<file path="src/rtl/skew_feed_ctrl.sv">
// skew_feed_ctrl: feeds one burst of vectors into a systolic skew chain, then drains it and pulses done
module skew_feed_ctrl #(
  parameter int DW    = 64,
  parameter int DN    = 8,
  parameter int LEN_W = 8
) (
  input  logic             clk,
  input  logic             rst_n,
  input  logic             start,
  input  logic [LEN_W-1:0] len,
  input  logic             s_valid,
  output logic             s_ready,
  input  logic [DW-1:0]    s_data,
  output logic [DW-1:0]    chain_xi,
  output logic [DN-1:0]    lane_vld,
  output logic             busy,
  output logic             done
);
  localparam int DCW = $clog2(DN);
  localparam logic [DCW-1:0] DLAST = DCW'(DN - 1);
  typedef enum logic [1:0] {IDLE, FEED, DRAIN, DONE} state_t;
  state_t           state;
  logic [LEN_W-1:0] len_q;
  logic [LEN_W-1:0] cnt;
  logic [DCW-1:0]   dcnt;
  logic             issue_q;
  logic [DN-2:0]    hist;
  logic             accept;
  assign accept   = s_valid && s_ready;
  assign s_ready  = state == FEED;
  assign busy     = state != IDLE;
  assign done     = state == DONE;
  // lane i sees a beat i cycles after it left the controller
  assign lane_vld = {hist, issue_q};
  always_ff @(posedge clk or negedge rst_n) begin
    if (!rst_n) begin
      state    <= IDLE;
      len_q    <= '0;
      cnt      <= '0;
      dcnt     <= '0;
      issue_q  <= 1'b0;
      hist     <= '0;
      chain_xi <= '0;
    end else begin
      chain_xi <= accept ? s_data : '0;
      issue_q  <= accept;
      hist     <= lane_vld[DN-2:0];
      case (state)
        IDLE: if (start) begin
          len_q <= len;
          cnt   <= '0;
          dcnt  <= '0;
          state <= (len == '0) ? DONE : FEED;
        end
        FEED: if (accept) begin
          cnt <= cnt + 1'b1;
          if ((cnt + 1'b1) == len_q) state <= DRAIN;
        end
        DRAIN: begin
          dcnt  <= (dcnt == DLAST) ? '0 : dcnt + 1'b1;
          state <= (dcnt == DLAST) ? DONE : DRAIN;
        end
        DONE:    state <= IDLE;
        default: state <= IDLE;
      endcase
    end
  end
endmodule

</file>
<file path="config.mk">
export PLATFORM = sky130hd
export DESIGN_NAME = skew_feed_ctrl
export DESIGN_NICKNAME = d
export VERILOG_FILES = /design/src/rtl/skew_feed_ctrl.sv
export SDC_FILE = /design/constraint.sdc
export NUM_CORES = 1
export LEC_CHECK = 0
export CORE_MARGIN = 5
export CORE_UTILIZATION = 44
export CTS_BUF_LIST = sky130_fd_sc_hd__clkbuf_8
export DETAILED_ROUTE_END_ITERATION = 16
export PLACE_DENSITY_LB_ADDON = 0.1
export SETUP_SLACK_MARGIN = 0.4
export SKIP_LAST_GASP = 1
export SYNTH_ARGS = -nofsm -noshare
export SYNTH_HDL_FRONTEND = slang
export SYNTH_SLANG_ARGS = --single-unit
</file>
<file path="constraint.sdc">
create_clock -name clk -period 2.1 [get_ports clk]
set_input_delay 0.315 -clock clk [delete_from_list [all_inputs] [get_ports clk]]
set_output_delay 0.315 -clock clk [all_outputs]
set_load 0.02 [all_outputs]
</file>
==> out/metrics.csv, run 1 <==
stage;metric;value;unit
sta;Max Clk Rate;0.569;GHz
clock_tree;H-tree depth;3;
drt;router iterations before antenna repair;4;
floorplan;die area;0.0101;mm2
placement;# port buffers;150;
layout;layout cells sized above 1;15.9;%
layout;Layout area overhead;55.8;%
synth;predominant post-synthesis flop cell;dfrtp_1;
clock_tree;CTS max path bufs;2;
floorplan;Initial Util;44.7;%
setup_path;Worst Path Required;1780;ps
layout;commonest non-fill, non-tap cells in the layout;142 x clkdlybuf4s50_1, 90 x dfrtp_1, 64 x and3_1;
job;Max Cap Viol;0;
synth;asr flop ratio synth;100;%
synth;share of the synthesized area in the top cell type;64.4;%
floorplan;CORE AREA;0.00809;mm2
setup_path;endpoint class of the critical path;primary output;
drt;WL final;9210;um
layout;Multi-input gate area;0.00128;mm2
drt;# DRC;0;
synth;Yosys top cell by area;dfrtp_1;
drt;post-route ant nets;0;
layout;Util after Layout;69.6;%
synth;Post-Syn Instances;290;
sta;Slew HR;61.0;%
layout;area occupied by registers;0.00233;mm2
clock_tree;clock-pin slew on the worst setup and hold paths;90;ps
sta;RSZ-0062 raised after global routing;yes;
sta;Slew @ Worst Pin;580;ps
floorplan;Die X;101;um
floorplan;number of placement rows;33;
layout;Finished Layout Cells;559;
synth;synth warn;0;
synth;Mapped Nets;373;
layout;# diodes;0;
min_path;Hold EP;hist[3];
setup_path;Startpoint Class;flip-flop;
pwr;Power, Total;5.52;mW
sta;final worst path period need;1760;ps
setup_path;max incr delay on CP;440;ps
floorplan;# IOs;151;
global_route;initial antenna violation count;0;
pwr;VDD IR max;0.656;mV
clock_tree;Clock Latency Late Sink;350;ps
sta;final setup TNS;0;ps
synth;FF+latch count, synth;93;
layout;fin nets;533;
global_route;vias in the first global route;2782;
sta;clock skew;8.29;ps
setup_path;worst-path cell chain;buf_4 > ha_1 > dlygate4sd2_1;
pwr;power density over cell area;980;mW/mm2
layout;commonest non-fill, non-tap cell in the layout;clkdlybuf4s50_1;
min_path;Hold Crit Class;flip-flop to flip-flop;
min_path;worst hold start;hist[2];
drt;vias per cell;5.12;
setup_path;r2r startpoint;cnt[1];
synth;Post-synth EDFFs;0;
drt;Via Count;2864;
clock_tree;Root Buffer;clkbuf_8;
placement;Placer Congestion;0.799;
drt;Starting DRT DRC Count;101;
sta;final setup fails;0;
placement;detailed placement HPWL;6580;um
setup_path;Setup Crit Path Kind;flip-flop to primary output;
status;status;complete, no violations;
pwr;static leakage;2.75;nW
setup_path;CP Max Fanout;3;
setup_path;FF-to-FF path depth;7;
clock_tree;Num CTS Buffers;9;
synth;register area share after synthesis;64.4;%
sta;Slew Viols, Final;0;
setup_path;Critical Path Slowest Stage Cell;dfrtp_1;
global_route;pin count of the biggest net entering global routing;46;
sta;Final Hold Vio Count;0;
setup_path;reg-to-reg slack, setup;360;ps
sta;Final Cycle Share;83.6;%
global_route;first-pass GRT wire length;14600;um
synth;Mean Syn Cell Area;12.5;um2
global_route;remaining global-route overflow;0;
drt;DR WL/cell;16.5;um
placement;Inst Count DP;535;
min_path;hold depth;0;
clock_tree;clock tree from TritonCTS;yes;
clock_tree;clk sinks;93;
layout;fill cell count;635;
setup_path;RR Endpoint;state[0];
synth;library cells used by synthesis;43;
setup_path;Critical Path AT;1440;ps
global_route;Tot GR Track Use;18.6;%
synth;Netlist Area Pre-Place;0.00361;mm2
floorplan;Die Ht;101;um
synth;Area contributors post-synth;dfrtp_1 64%, and3_1 11%, mux2_2 2.5%, ha_1 2.4%, clkbuf_1 1.9%;
-- state kept, by name, summed over array words and instances, names as in the netlist --
register / flops
dcnt: 3
len_q: 8
cnt: 8
issue_q: 1
state: 2
chain_xi: 64
hist: 7
-- critical path, delay by kind of cell (launching register included) --
| family | cells | cell delay (ps) |
|---|---|---|
| adders and majority gates | 1 | 170 |
| buffers and inverters | 2 | 490 |
| DFF | 1 | 440 |
-- logic make-up (layout without fill, tap and decap cells) --
family	Yosys count	in the layout	synth area share [%]
AO/OA/AOI/OAI	32	32	6.61
XOR/XNOR	9	9	2.18
adder cells (fa/ha/maj)	7	7	2.42
buffers and inverters	27	191	2.98
flip-flops	93	93	64.4
multiplexers	10	10	3.05
AND/OR/NAND/NOR	112	112	18.4
-- cells in the mapped netlist (4+ instances only) --
master / number
ha_1: 7
o21ai_0: 8
and3_1: 64
inv_1: 6
nor2_1: 6
dfrtp_1: 93
nand2_1: 15
mux2_2: 8
clkbuf_1: 18
xnor2_1: 6
a32o_1: 4
nand3_1: 8
-- worst max-delay path by stage --
| stage | from | endpoint | slack, ps | cells after the start |
|---|---|---|---|---|
| after floorplan | state[0] | dcnt[0] | 420 | 7 |
| after global placement | len[1] | state[1] | 180 | 6 |
| after detailed placement | len[1] | state[1] | 50 | 6 |
| after CTS | state[0] | busy | 220 | 5 |
| after global routing | state[0] | busy | 290 | 5 |
| final | state[1] | done | 340 | 3 |
-- metal layers --
layer	vias to the layer above	share of wire, %	global-route usage (%)
li1	1340	-	-
met2	104	49	29.7
met1	1410	43	25.2
met4	0	1.2	5.60
met3	10	6.4	4.43
met5	-	0	0
-- area by class of cell --
cell class / instances / share of cell area [%]
flip-flops and latches: 93 / 41.4
repair buffers: 170 / 29.6
multi-input cells: 170 / 22.8
clock buffers: 10 / 2.44
well taps: 105 / 2.33
clock inverters: 5 / 1.07
inverters: 6 / 0.400
-- power by group --
part           leakage (nW)  internal (mW)  switching (mW)
Combinational          1.39           1.05            1.02
Clock                0.0987          0.581           0.614
Sequential             1.26           2.08           0.181
Total                  2.75           3.71            1.81
-- timing repair --
| item | 4_1_cts | 5_1_grt |
|---|---|---|
| hold buffers | 1 | 0 |
| gates resized for setup | 16 | 22 |
| setup buffers | 2 | 6 |
| hold endpoints to repair | 38 | 0 |
| setup endpoints to repair | 43 | 25 |
| pin swaps | 6 | 6 |
-- through the flow --
step	setup WS [ps]	area [um2]	hold WS, ps
final	344	5630	378
after global routing	292	5630	388
after CTS	220	5510	383
after detailed placement	52.6	5240	340
after global placement	176	5240	329
after floorplan	419	3620	19.4
(Power assumes the default switching activity.)
==> inputs of run 2 (changes only) <==
==> constraint.sdc (replaced) <==
create_clock -name clk -period 1.7 [get_ports clk]
set_input_delay 0.255 -clock clk [delete_from_list [all_inputs] [get_ports clk]]
set_output_delay 0.255 -clock clk [all_outputs]
set_load 0.02 [all_outputs]
==> out/metrics.csv, run 2 (same netlist as run 1, synthesis figures left out) <==
stage;metric;value;unit;change
floorplan;Die X;101;um;unchanged
sta;worst setup margin;-32.5;ps;was 344 ps
drt;# DRC;0;;unchanged
layout;max reg flops;64;;unchanged
drt;Starting DRT DRC Count;74;;was 101
floorplan;die area;0.0101;mm2;unchanged
layout;commonest non-fill, non-tap cell in the layout;dfrtp_1;;was clkdlybuf4s50_1
setup_path;Setup Crit Path Kind;flip-flop to flip-flop;;was flip-flop to primary output
global_route;Tot GR Track Use;19.6;%;was 18.6%
global_route;first-pass GRT wire length;15300;um;was 14600 um
pwr;power density over cell area;1300;mW/mm2;was 980 mW/mm2
sta;Slew Viols, Final;0;;unchanged
drt;DR WL/cell;17.3;um;was 16.5 um
pwr;VDD IR max;0.738;mV;was 0.656 mV
drt;vias per cell;5.21;;was 5.12
sta;Slew @ Worst Pin;501;ps;was 580 ps
setup_path;CP Max Fanout;4;;was 3
clock_tree;CTS max path bufs;2;;unchanged
layout;Largest Register;chain_xi;;unchanged
floorplan;Initial Util;44.7;%;unchanged
sta;RSZ-0062 raised after global routing;yes;;unchanged
layout;layout cells sized above 1;33.7;%;was 15.9%
placement;# port buffers;150;;unchanged
clock_tree;clk sinks;93;;unchanged
sta;final setup fails;1;;was 0
clock_tree;clock tree from TritonCTS;yes;;unchanged
layout;fin area;0.00562;mm2;was 0.00563 mm2
clock_tree;clock-pin slew on the worst setup and hold paths;90;ps;about the same
status;failing checks;setup timing;;
layout;commonest non-fill, non-tap cells in the layout;90 x dfrtp_1, 73 x clkdlybuf4s50_1, 64 x and3_1;;was 142 x clkdlybuf4s50_1, 90 x dfrtp_1, 64 x and3_1
sta;final setup TNS;-32.5;ps;was 0 ps
setup_path;Worst Path Required;1970;ps;was 1780 ps
drt;Via Count;2958;;was 2864
min_path;Hold Crit Class;primary input to flip-flop;;was flip-flop to flip-flop
global_route;vias in the first global route;3024;;was 2782
global_route;remaining global-route overflow;0;;unchanged
floorplan;CORE AREA;0.00809;mm2;unchanged
pwr;static leakage;2.89;nW;was 2.75 nW
setup_path;endpoint class of the critical path;flip-flop;;was primary output
floorplan;number of placement rows;33;;unchanged
floorplan;Die Ht;101;um;unchanged
layout;fin nets;541;;was 533
status;status;finished with violations;;was complete, no violations
global_route;pin count of the biggest net entering global routing;56;;was 46
layout;Top Registers;chain_xi x64, cnt x8, len_q x8;;unchanged
clock_tree;H-tree depth;3;;unchanged
clock_tree;Root Buffer;clkbuf_8;;unchanged
layout;# diodes;0;;unchanged
sta;Final Hold Vio Count;0;;unchanged
floorplan;# IOs;151;;unchanged
sta;clock skew;10.9;ps;was 8.29 ps
drt;WL final;9850;um;was 9210 um
placement;dpl cell area;0.00538;mm2;was 0.00524 mm2
drt;router iterations before antenna repair;4;;unchanged
placement;Placer Congestion;0.838;;was 0.799
setup_path;Critical Path AT;2000;ps;was 1440 ps
layout;Layout area overhead;55.5;%;was 55.8%
sta;Slew HR;66.6;%;was 61.0%
setup_path;Startpoint Class;flip-flop;;unchanged
sta;Max Clk Rate;0.577;GHz;
clock_tree;Num CTS Buffers;9;;unchanged
clock_tree;Clock Latency Late Sink;350;ps;about the same
sta;Final Cycle Share;102;%;
drt;post-route ant nets;0;;unchanged
sta;final worst path period need;1730;ps;
placement;detailed placement HPWL;6860;um;was 6580 um
global_route;initial antenna violation count;0;;unchanged
job;Max Cap Viol;0;;unchanged
==> run 2: cell types whose count changed in the layout (fill, tap and decap cells not counted), sizes merged <==
cell           change
clkdlybuf4s50     -69
clkbuf            +58
clkdlybuf4s15     +12
buf               +11
dlymetal6s2s       -3
clkinv             -2
clkinvlp           +1
dlygate4sd2        -1
inv                +1
nand2b             +1
==> run 2: worst max-delay path, cell delays in order (launching register included) <==
cell,delay (ps)
dfrtp_2,440
ha_4,290
xnor2_2,120
nand3_2,100
a211oi_4,300
a41oi_2,160
a211oi_2,240
==> run 2: repair_timing <==
action | 4_1_cts | 5_1_grt
hold buffers | 1 | 0
cloned | 1 | 0
pin swaps | 10 | 12
gates resized for setup | 187 | 88
endpoints found under the setup margin | 120 | 147
hold endpoints to repair | 33 | 0
buffers inserted | 8 | 3
==> run 2: power breakdown <==
| part | total [mW] | switching, mW | internal (mW) |
|---|---|---|---|
| clock | 1.51 | 0.754 | 0.760 |
| sequential | 2.80 | 0.225 | 2.57 |
| combinational | 2.99 | 1.52 | 1.47 |
| total | 7.31 | 2.50 | 4.81 |
==> run 2: metal layers <==
| metal | track usage [%] | up-vias | routed length, um |
|---|---|---|---|
| met5 | 0 | - | 0 |
| met4 | 5.49 | 0 | 97 |
| met3 | 5.81 | 11 | 770 |
| met2 | 34.9 | 119 | 5100 |
| met1 | 22.9 | 1467 | 3880 |
| li1 | - | 1361 | - |
==> run 2: final timing paths <==
kind	from	endpoint	slack [ps]	cells past startpoint
setup reg to reg	cnt[0]	state[0]	-30	6
min in group asynchronous	rst_n	chain_xi[42]	410	2
setup / recovery	cnt[0]	state[0]	-30	6
hold / removal	s_valid	state[1]	380	5
hold reg to reg	hist[4]	hist[5]	380	0
max in group asynchronous	rst_n	len_q[6]	770	3
==> run 2: metrics by stage <==
step | cells | util (%) | hold WS (ps) | total power [mW] | worst slack (ps)
floorplan | 290 | - | -40.6 | 4.32 | 117
detailed placement | 539 | 66.5 | 260 | 5.31 | -305
finish | 568 | 69.4 | 376 | 7.31 | -32.5
CTS | 565 | 71.6 | 343 | 7.13 | -1.25
global route | 568 | 69.4 | 380 | 7.71 | -89.2
global placement | 539 | 66.5 | 258 | 5.26 | -277
==> run 2: layout make-up <==
class	count	area, um2
fill	626	2470
sequential	93	2330
timing repair buffer	177	1510
multi-input combinational	171	1410
clock buffer	11	151
tap	105	131
clock inverter	5	57.6
inverter	6	25.0
